$ cat src/rtl/pic_host_pkg.sv
// Shared definitions for the 8259 host bus initiator and the PIC bench:
// FSM state encoding, strobe levels and the phase timer width.
package pic_host_pkg;

   localparam int unsigned CNT_W = $clog2(16);

   localparam logic STROBE_ON  = 1'b0;
   localparam logic STROBE_OFF = 1'b1;

   typedef enum logic [2:0] {
      ST_IDLE     = 3'd0,
      ST_WR_LO    = 3'd1,
      ST_RD_LO    = 3'd2,
      ST_INTA1_LO = 3'd3,
      ST_INTA_GAP = 3'd4,
      ST_INTA2_LO = 3'd5,
      ST_RECOVER  = 3'd6
   } state_t;

endpackage

$ cat src/rtl/pic_strobe_timer.sv
// Load/count-down phase timer; done_c is high on the last clock of a phase.
module pic_strobe_timer
   import pic_host_pkg::*;
(
   input  logic             clk,
   input  logic             reset,
   input  logic             load,
   input  logic [CNT_W-1:0] load_val,
   output logic             done_c
);

   logic [CNT_W-1:0] count;

   always_ff @(posedge clk) begin
      if (reset)
         count <= '0;
      else if (load)
         count <= load_val;
      else if (count > CNT_W'(1))
         count <= count - CNT_W'(1);
   end

   assign done_c = (count == CNT_W'(1));

endmodule

$ cat src/rtl/pic_host_bus_ctrl.sv
// CPU-side 8259 bus initiator: timed register read/write cycles and the
// two-pulse INTA acknowledge with vector capture on the second pulse.
module pic_host_bus_ctrl
   import pic_host_pkg::*;
#(
   parameter int unsigned PULSE_CYCLES = 2,
   parameter int unsigned GAP_CYCLES   = 1
) (
   input  logic       clk,
   input  logic       reset,
   input  logic       cmd_valid,
   output logic       cmd_ready,
   input  logic       cmd_rnw,
   input  logic       cmd_a0,
   input  logic [7:0] cmd_data,
   output logic       rsp_valid,
   output logic [7:0] rsp_data,
   input  logic       int_req,
   output logic       vec_valid,
   input  logic       vec_ready,
   output logic [7:0] vec_data,
   output logic       chip_select_n,
   output logic       read_n,
   output logic       write_n,
   output logic       a0,
   output logic       inta_n,
   output logic [7:0] data_out,
   output logic       data_oe,
   input  logic [7:0] data_in
);

   state_t           state;
   logic             ready_q;
   logic             pulse_c;
   logic             tmr_load_c;
   logic             tmr_done_c;
   logic [CNT_W-1:0] tmr_val_c;

   // A pending acknowledge masks readiness in the same cycle so a host
   // command is never handshaken while the INTA sequence is taking the bus.
   assign cmd_ready = ready_q & (~int_req | vec_valid);

   // Reloading every IDLE cycle keeps the timer primed for whichever phase starts next.
   always_comb begin
      pulse_c    = state inside {ST_WR_LO, ST_RD_LO, ST_INTA1_LO, ST_INTA2_LO};
      tmr_load_c = (state == ST_IDLE) | tmr_done_c;
      tmr_val_c  = pulse_c ? CNT_W'(GAP_CYCLES) : CNT_W'(PULSE_CYCLES);
   end

   pic_strobe_timer u_timer (
      .clk      (clk),
      .reset    (reset),
      .load     (tmr_load_c),
      .load_val (tmr_val_c),
      .done_c   (tmr_done_c)
   );

   always_ff @(posedge clk) begin
      if (reset) begin
         state         <= ST_IDLE;
         ready_q       <= 1'b0;
         chip_select_n <= STROBE_OFF;
         read_n        <= STROBE_OFF;
         write_n       <= STROBE_OFF;
         inta_n        <= STROBE_OFF;
         a0            <= 1'b0;
         data_out      <= 8'h00;
         data_oe       <= 1'b0;
         rsp_valid     <= 1'b0;
         rsp_data      <= 8'h00;
         vec_valid     <= 1'b0;
         vec_data      <= 8'h00;
      end else begin
         rsp_valid <= 1'b0;
         if (vec_valid && vec_ready)
            vec_valid <= 1'b0;

         case (state)
            ST_IDLE: begin
               if (int_req && !vec_valid) begin
                  state   <= ST_INTA1_LO;
                  ready_q <= 1'b0;
                  inta_n  <= STROBE_ON;
               end else if (cmd_valid && cmd_ready) begin
                  ready_q       <= 1'b0;
                  a0            <= cmd_a0;
                  chip_select_n <= STROBE_ON;
                  if (cmd_rnw) begin
                     state  <= ST_RD_LO;
                     read_n <= STROBE_ON;
                  end else begin
                     state    <= ST_WR_LO;
                     write_n  <= STROBE_ON;
                     data_out <= cmd_data;
                     data_oe  <= 1'b1;
                  end
               end else begin
                  ready_q <= 1'b1;
               end
            end
            ST_WR_LO: if (tmr_done_c) begin
               state         <= ST_RECOVER;
               chip_select_n <= STROBE_OFF;
               write_n       <= STROBE_OFF;
               data_oe       <= 1'b0;
            end
            ST_RD_LO: if (tmr_done_c) begin
               state         <= ST_RECOVER;
               chip_select_n <= STROBE_OFF;
               read_n        <= STROBE_OFF;
               rsp_data      <= data_in;
               rsp_valid     <= 1'b1;
            end
            ST_INTA1_LO: if (tmr_done_c) begin
               state  <= ST_INTA_GAP;
               inta_n <= STROBE_OFF;
            end
            ST_INTA_GAP: if (tmr_done_c) begin
               state  <= ST_INTA2_LO;
               inta_n <= STROBE_ON;
            end
            ST_INTA2_LO: if (tmr_done_c) begin
               state     <= ST_RECOVER;
               inta_n    <= STROBE_OFF;
               vec_data  <= data_in;
               vec_valid <= 1'b1;
            end
            ST_RECOVER: if (tmr_done_c) begin
               state   <= ST_IDLE;
               ready_q <= 1'b1;
            end
            default: state <= ST_IDLE;
         endcase
      end
   end

endmodule
$ cat config.mk
export PLATFORM = sky130hd
export DESIGN_NAME = pic_host_bus_ctrl
export DESIGN_NICKNAME = d
export VERILOG_FILES = /design/src/rtl/pic_host_pkg.sv /design/src/rtl/pic_strobe_timer.sv /design/src/rtl/pic_host_bus_ctrl.sv
export SDC_FILE = /design/constraint.sdc
export NUM_CORES = 1
export LEC_CHECK = 0
export BUFFER_PORTS_ARGS = -buffer_cell sky130_fd_sc_hd__buf_2
export CAP_MARGIN = 20
export CORE_MARGIN = 2
export CORE_UTILIZATION = 49
export CTS_CLUSTER_DIAMETER = 80
export CTS_CLUSTER_SIZE = 16
export DETAILED_ROUTE_END_ITERATION = 16
export PLACE_DENSITY = 0.78
export SLEW_MARGIN = 15
export SYNTH_ARGS = -nofsm -noshare
export SYNTH_HDL_FRONTEND = slang
export SYNTH_SLANG_ARGS = --single-unit
$ cat constraint.sdc
create_clock -name clk -period 1.8 [get_ports clk]
set_input_delay 0.36 -clock clk [delete_from_list [all_inputs] [get_ports clk]]
set_output_delay 0.36 -clock clk [all_outputs]
set_load 0.03 [all_outputs]
# Yosys cells after proc, flatten, opt, wreduce, memory -nomap -nowiden
# Cells that the tools add are included.
[word_totals] regBits=40 latchBits=0 mem_bits_rw=0 romBits=0 inputBits=23 output_inout_bits=33 wordCells=107 n_memories=0
[op_classes] n_addsub=1 mul=0 div_mod_pow=0 order_cmp=1 n_eq_ne=21 shift=0 muxes=37 n_bitwise=7 n_reduce_logical=26
[op_table] op="two-way mux 1 bit" n=20
[op_table] op="two-way mux 3 bit" n=6
[op_table] op="!= test 2 bit (second input constant)" n=8
[op_table] op="case mux 3 bit (5 select lines)" n=1
[op_table] op="AND reduction 5 bit" n=3
[op_table] op="AND reduction 4 bit" n=3
[op_table] op="!= test 2 x 1 -> 1 bit (second input constant)" n=5
[op_table] op="case mux 1 bit (2 select lines)" n=5
[op_table] op="nonzero test 2 bit" n=5
[op_table] op="equality test 3 bit (second input constant)" n=3
[op_table] op="two-way mux 4 bit" n=2
[op_table] op="equality test 3 x 2 -> 1 bit (second input constant)" n=2
[op_table] op="AND reduction 2 bit" n=3
[op_table] op="OR reduction 2 bit" n=3
[op_table] op="equality test 4 x 1 -> 1 bit (second input constant)" n=1
[op_table] op="greater-than comparator 4 x 1 -> 1 bit (second input constant)" n=1
[op_table] op="two-way mux 2 bit" n=2
[op_table] op="NOT 1 bit" n=4
[op_table] op="nonzero test 4 bit" n=1
[op_table] op="subtractor 4 x 1 -> 4 bit (second input constant)" n=1
[op_table] op="equality test 3 x 1 -> 1 bit (second input constant)" n=1
[op_table] op="logical AND 1 bit" n=3
[op_table] op="logical NOT 3 bit" n=1
[op_table] op="!= test 3 x 1 -> 1 bit (second input constant)" n=1
[op_table] op="7 further kinds" n=8

# Longest topological paths before layout
[depth] ltp_word=7 mapped_depth=7 ltp_nobuf=6

# Hierarchy
# A second synthesis with hierarchy kept.
[hier_totals] cells_unflattened=210 hier_area_um2=1734.2
[modules_own_cells] mod="pic_host_bus_ctrl" instances=1 cells_per_inst=179 area_each_um2=1456.4
[modules_own_cells] mod="pic_strobe_timer" instances=1 cells_per_inst=31 area_each_um2=277.8

# Least setup slack after synthesis
# Ideal clock, no wire load.
[synth_path] path_type="reg-to-reg" startpoint="reg vec_valid" endpoint="reg state[1]" setup_ps=120 arrival_time_ps=1439 path_slack_ps=241 stages_incl_launch_ff=5 n_path_buf=0 synth_period_minus_slack_ps=1559 path_cell_list="dfxtp_1 -> nand2b_1 -> and2_1 -> a311oi_1 -> o31a_1"
[synth_between] elab_chain_cells=5
[synth_rtl] element="from (decl)" line="pic_host_bus_ctrl.sv:19" rtl="output logic vec_valid,"
[synth_rtl] element="from (signal assigned)" line="pic_host_bus_ctrl.sv:71" rtl="vec_valid <= 1'b0;"
[synth_rtl] element="from (signal assigned)" line="pic_host_bus_ctrl.sv:76" rtl="vec_valid <= 1'b0;"
[synth_rtl] element="from (signal assigned)" line="pic_host_bus_ctrl.sv:126" rtl="vec_valid <= 1'b1;"
[synth_rtl] element="bitwise OR 1 bit" line="pic_host_bus_ctrl.sv:41" rtl="assign cmd_ready = ready_q & (~int_req | vec_valid);"
[synth_rtl] element="bitwise AND 1 bit" line="pic_host_bus_ctrl.sv:41"
[synth_rtl] element="via cmd_ready" line="pic_host_bus_ctrl.sv:12" rtl="output logic cmd_ready,"
[synth_rtl] element="logical AND 1 bit" line="pic_host_bus_ctrl.sv:84" rtl="end else if (cmd_valid && cmd_ready) begin"
[synth_rtl] element="!= test 3 x 1 -> 1 bit (no source line)"
[synth_rtl] element="AND reduction 5 bit (no source line)"
[synth_rtl] element="to (signal assigned)" line="pic_host_bus_ctrl.sv:81" rtl="state <= ST_INTA1_LO;"
[synth_rtl] element="to (signal assigned)" line="pic_host_bus_ctrl.sv:89" rtl="state <= ST_RD_LO;"
[synth_rtl] element="to (signal assigned)" line="pic_host_bus_ctrl.sv:92" rtl="state <= ST_WR_LO;"
[synth_rtl] element="to (decl)" line="pic_host_bus_ctrl.sv:32" rtl="state_t state;"
# The timed path passes the listed nets, and every way through them passes these cells.
# A chain may end at the register's enable or synchronous reset.

# Final worst setup path
[layout_path] startpoint="reg u_timer.count[1]" endpoint="reg data_oe"
[layout_between] elab_chain_cells=3
[layout_rtl] element="from (decl)" line="pic_strobe_timer.sv:12" rtl="logic [CNT_W-1:0] count;"
[layout_rtl] element="from (signal assigned)" line="pic_strobe_timer.sv:18" rtl="count <= load_val;"
[layout_rtl] element="from (signal assigned)" line="pic_strobe_timer.sv:20" rtl="count <= count - CNT_W'(1);"
[layout_rtl] element="equality test 4 x 1 -> 1 bit" line="pic_strobe_timer.sv:23" rtl="assign done_c = (count == CNT_W'(1));"
[layout_rtl] element="!= test 2 bit (no source line)"
[layout_rtl] element="AND reduction 5 bit (no source line)"
[layout_rtl] element="to (signal assigned)" line="pic_host_bus_ctrl.sv:68" rtl="data_oe <= 1'b0;"
[layout_rtl] element="to (signal assigned)" line="pic_host_bus_ctrl.sv:95" rtl="data_oe <= 1'b1;"
[layout_rtl] element="to (signal assigned)" line="pic_host_bus_ctrl.sv:105" rtl="data_oe <= 1'b0;"
[layout_rtl] element="to (decl)" line="pic_host_bus_ctrl.sv:28" rtl="output logic data_oe,"
# Every way passes these cells.

==> flow_summary.json <==
{
  "outcome": "finished, final reports clean",
  "clkSlewWorstSetupHoldPaths_ps": 130,
  "synthesis.nets": 208,
  "seqPwrFrac_pct": 40.2,
  "die_area_um2": 3990,
  "pre_cts_ws_ps": 167.4,
  "finalWorstSetupSlack_ps": 128.2,
  "slew_violations": 0,
  "period_needed_ps": 1672,
  "syn-instance-count": 183,
  "num_io_pins": 56,
  "routabilityCongestion": 0.7511,
  "hold_path_class": "in2reg",
  "period_share_pct": 92.88,
  "vias": 1505,
  "die_h_um": 63.17,
  "power_frac_comb_pct": 36.6,
  "avgSynthCellArea_um2": 9.374,
  "dr.pass1.iters": 4,
  "switching_share_pct": 35.09,
  "clockBufferDepth": 2,
  "drt_iter0_drc": 63,
  "wirelength_um": 3803,
  "p_int_mw": 1.709,
  "worst_skew_pair.late_latency_ps": 350,
  "drtAntennaViolNets": 0,
  "top_layer": "met4",
  "start_util_pct": 51.41,
  "hold_start": "cmd_data[5]",
  "ys_top_cells_by_area": "dfxtp_1, mux2i_1, nor2_1",
  "relSlewSlack_pct": 70.95,
  "synthDistinctLibCells": 43,
  "end_kind": "flop",
  "tns_ps": 0,
  "fill_cells": 302,
  "grt_pass1_wl_um": 6403,
  "maxCapViolations": 0,
  "ys.flop_type": "dfxtp_1",
  "synth_top_cell_by_area": "dfxtp_1",
  "worst_pin_slew_ps": 434.8,
  "core_um2": 3337,
  "total_power_mw": 2.634,
  "critPathLaunch": "u_timer.count[1]",
  "rsz0062_at_grt": "no",
  "rows": 21,
  "die_x_um": 63.17,
  "synth_most_common_cell": "dfxtp_1",
  "r2r_setup_slack_ps": 130,
  "wire_per_inst_um": 13.11,
  "cts_tree": "yes",
  "syn2layout_area_growth_pct": 27.06,
  "htree_levels": 2,
  "cts_buffers": 5,
  "grt_remaining_overflow": 0,
  "syn-cell-area_um2": 1715,
  "cp_max_fo": 4,
  "power-per-cell-area_nw_per_um2": 1208,
  "skew_ps": 8.137,
  "synth.top_cells.by_count": "dfxtp_1, nor2_1, mux2i_1",
  "synth_top_area_share_pct": 46.68,
  "antennaDiodeCount": 0,
  "met2_length_um": 1859,
  "setup_viol": 0,
  "fin_nets": 268,
  "critical_path_class": "reg2reg",
  "synth_edf_count": 0,
  "grt_use_total_pct": 20.06,
  "cellLeakagePower_nw": 1.028,
  "p_clk_share_pct": 23.1,
  "dp_hpwl_um": 2808,
  "clkSinkCount": 40,
  "r2r-start": "u_timer.count[1]",
  "m1WireLength_um": 1615,
  "hold_viol_final": 0,
  "cp.arrival_ps": 1930,
  "vias_per_cell": 5.190,
  "grt_pass1_vias": 1364,
  "ys_ff_latch": 40,
  "worst_setup_path_start_kind": "flop",
  "netSwitchingPower_mw": 0.9243,
  "peakVddDrop_uv": 693.7,
  "drive_gt1_share_pct": 32.38,
  "synthArstFlopShare_pct": 0,
  "post_cts_buffers": 0,
  "crit_required_ps": 2060,
  "antenna_found_initial": 0,
  "yosysWarnings": 0,
  "cts_resized": 0,
  "ys_seq_area_share_pct": 46.68,
  "grt_max_degree": 22,
  "cts_root_buffer": "clkbuf_4",
  "cts_hold_buf": 0,
  "wl_met3_um": 282,
  "max_clock_freq_mhz": 598.1,
  "drc": 0,
  "portBuffers": 55
}
-- worst max-delay path: stages, from the launching register on --
cell and delay [ps]:
dfxtp_1 320, inv_1 80, ha_1 180, or3b_2 510, nor2_1 220, a21oi_1 130
o21a_1 130
-- through the flow --
stage               hold WS, ps  area (µm²)  utilization [%]  instances
floorplan                 486.2        1715                -        183
global placement          439.5        2095            62.77        282
detailed placement        447.1        2095            62.77        282
CTS                       228.8        2180            65.32        290
global route              212.0        2180            65.32        290
finish                    232.6        2180            65.32        290
-- cells in the final DEF, fill, tap and decap left out, types with 4 or more instances in the layout --
| master | netlist | routed |
|---|---|---|
| nand2b_1 | 4 | 4 |
| nor2_1 | 26 | 26 |
| buf_2 | 5 | 55 |
| nand3_1 | 10 | 10 |
| nand2_1 | 11 | 11 |
| dfxtp_1 | 40 | 40 |
| mux2i_1 | 18 | 18 |
| a21oi_1 | 17 | 17 |
| inv_1 | 4 | 4 |
| clkbuf_4 | 0 | 5 |
| buf_4 | 1 | 6 |
-- per-layer routing --
metal	global-route usage (%)	vias up
li1	-	763
met1	24.41	690
met2	33.51	46
met3	6.429	6
met4	6.389	0
met5	0	-
-- cell families after synthesis --
| group | share of synthesized area (%) |
|---|---|
| AND/OR/NAND/NOR | 23.49 |
| flip-flops | 46.68 |
| multiplexers | 10.50 |
| buffers and inverters | 4.303 |
| AO/OA/AOI/OAI | 12.04 |
| adder cells (fa/ha/maj) | 1.459 |
| XOR/XNOR | 1.532 |
-- state kept, by name (all words and copies together), names as in the netlist --
register       cells
rsp_valid          1
data_oe            1
state              3
a0                 1
chip_select_n      1
ready_q            1
inta_n             1
write_n            1
u_timer.count      4
data_out           8
read_n             1
rsp_data           8
vec_data           8
vec_valid          1
-- power groups by stage --
stage	Clock [mW]	Sequential, mW	Combinational (mW)
finish	0.609	1.06	0.965
global route	0.667	1.08	1.06
CTS	0.619	1.06	0.962
detailed placement	0	1.08	0.958
global placement	0	1.08	0.950
floorplan	0	1.12	0.678
-- path summary, 6_finish.rpt --
check | depth (start not counted) | endpoint
worst min-delay path | 3 | data_out[5]
worst min register to register | 2 | vec_data[6]
worst max register to register | 6 | data_oe
worst max-delay path | 6 | data_oe
-- area by class of cell --
class	count	area [µm²]	area share (%)
Clock buffer	5	37.54	1.722
Tap cell	46	57.56	2.641
Multi-Input combinational cell	128	840.8	38.58
Sequential cell	40	800.8	36.74
Clock inverter	3	47.55	2.181
Inverter	4	15.01	0.6889
Timing Repair Buffer	64	380.4	17.45
No activity file was read; power rests on OpenSTA's default activity.
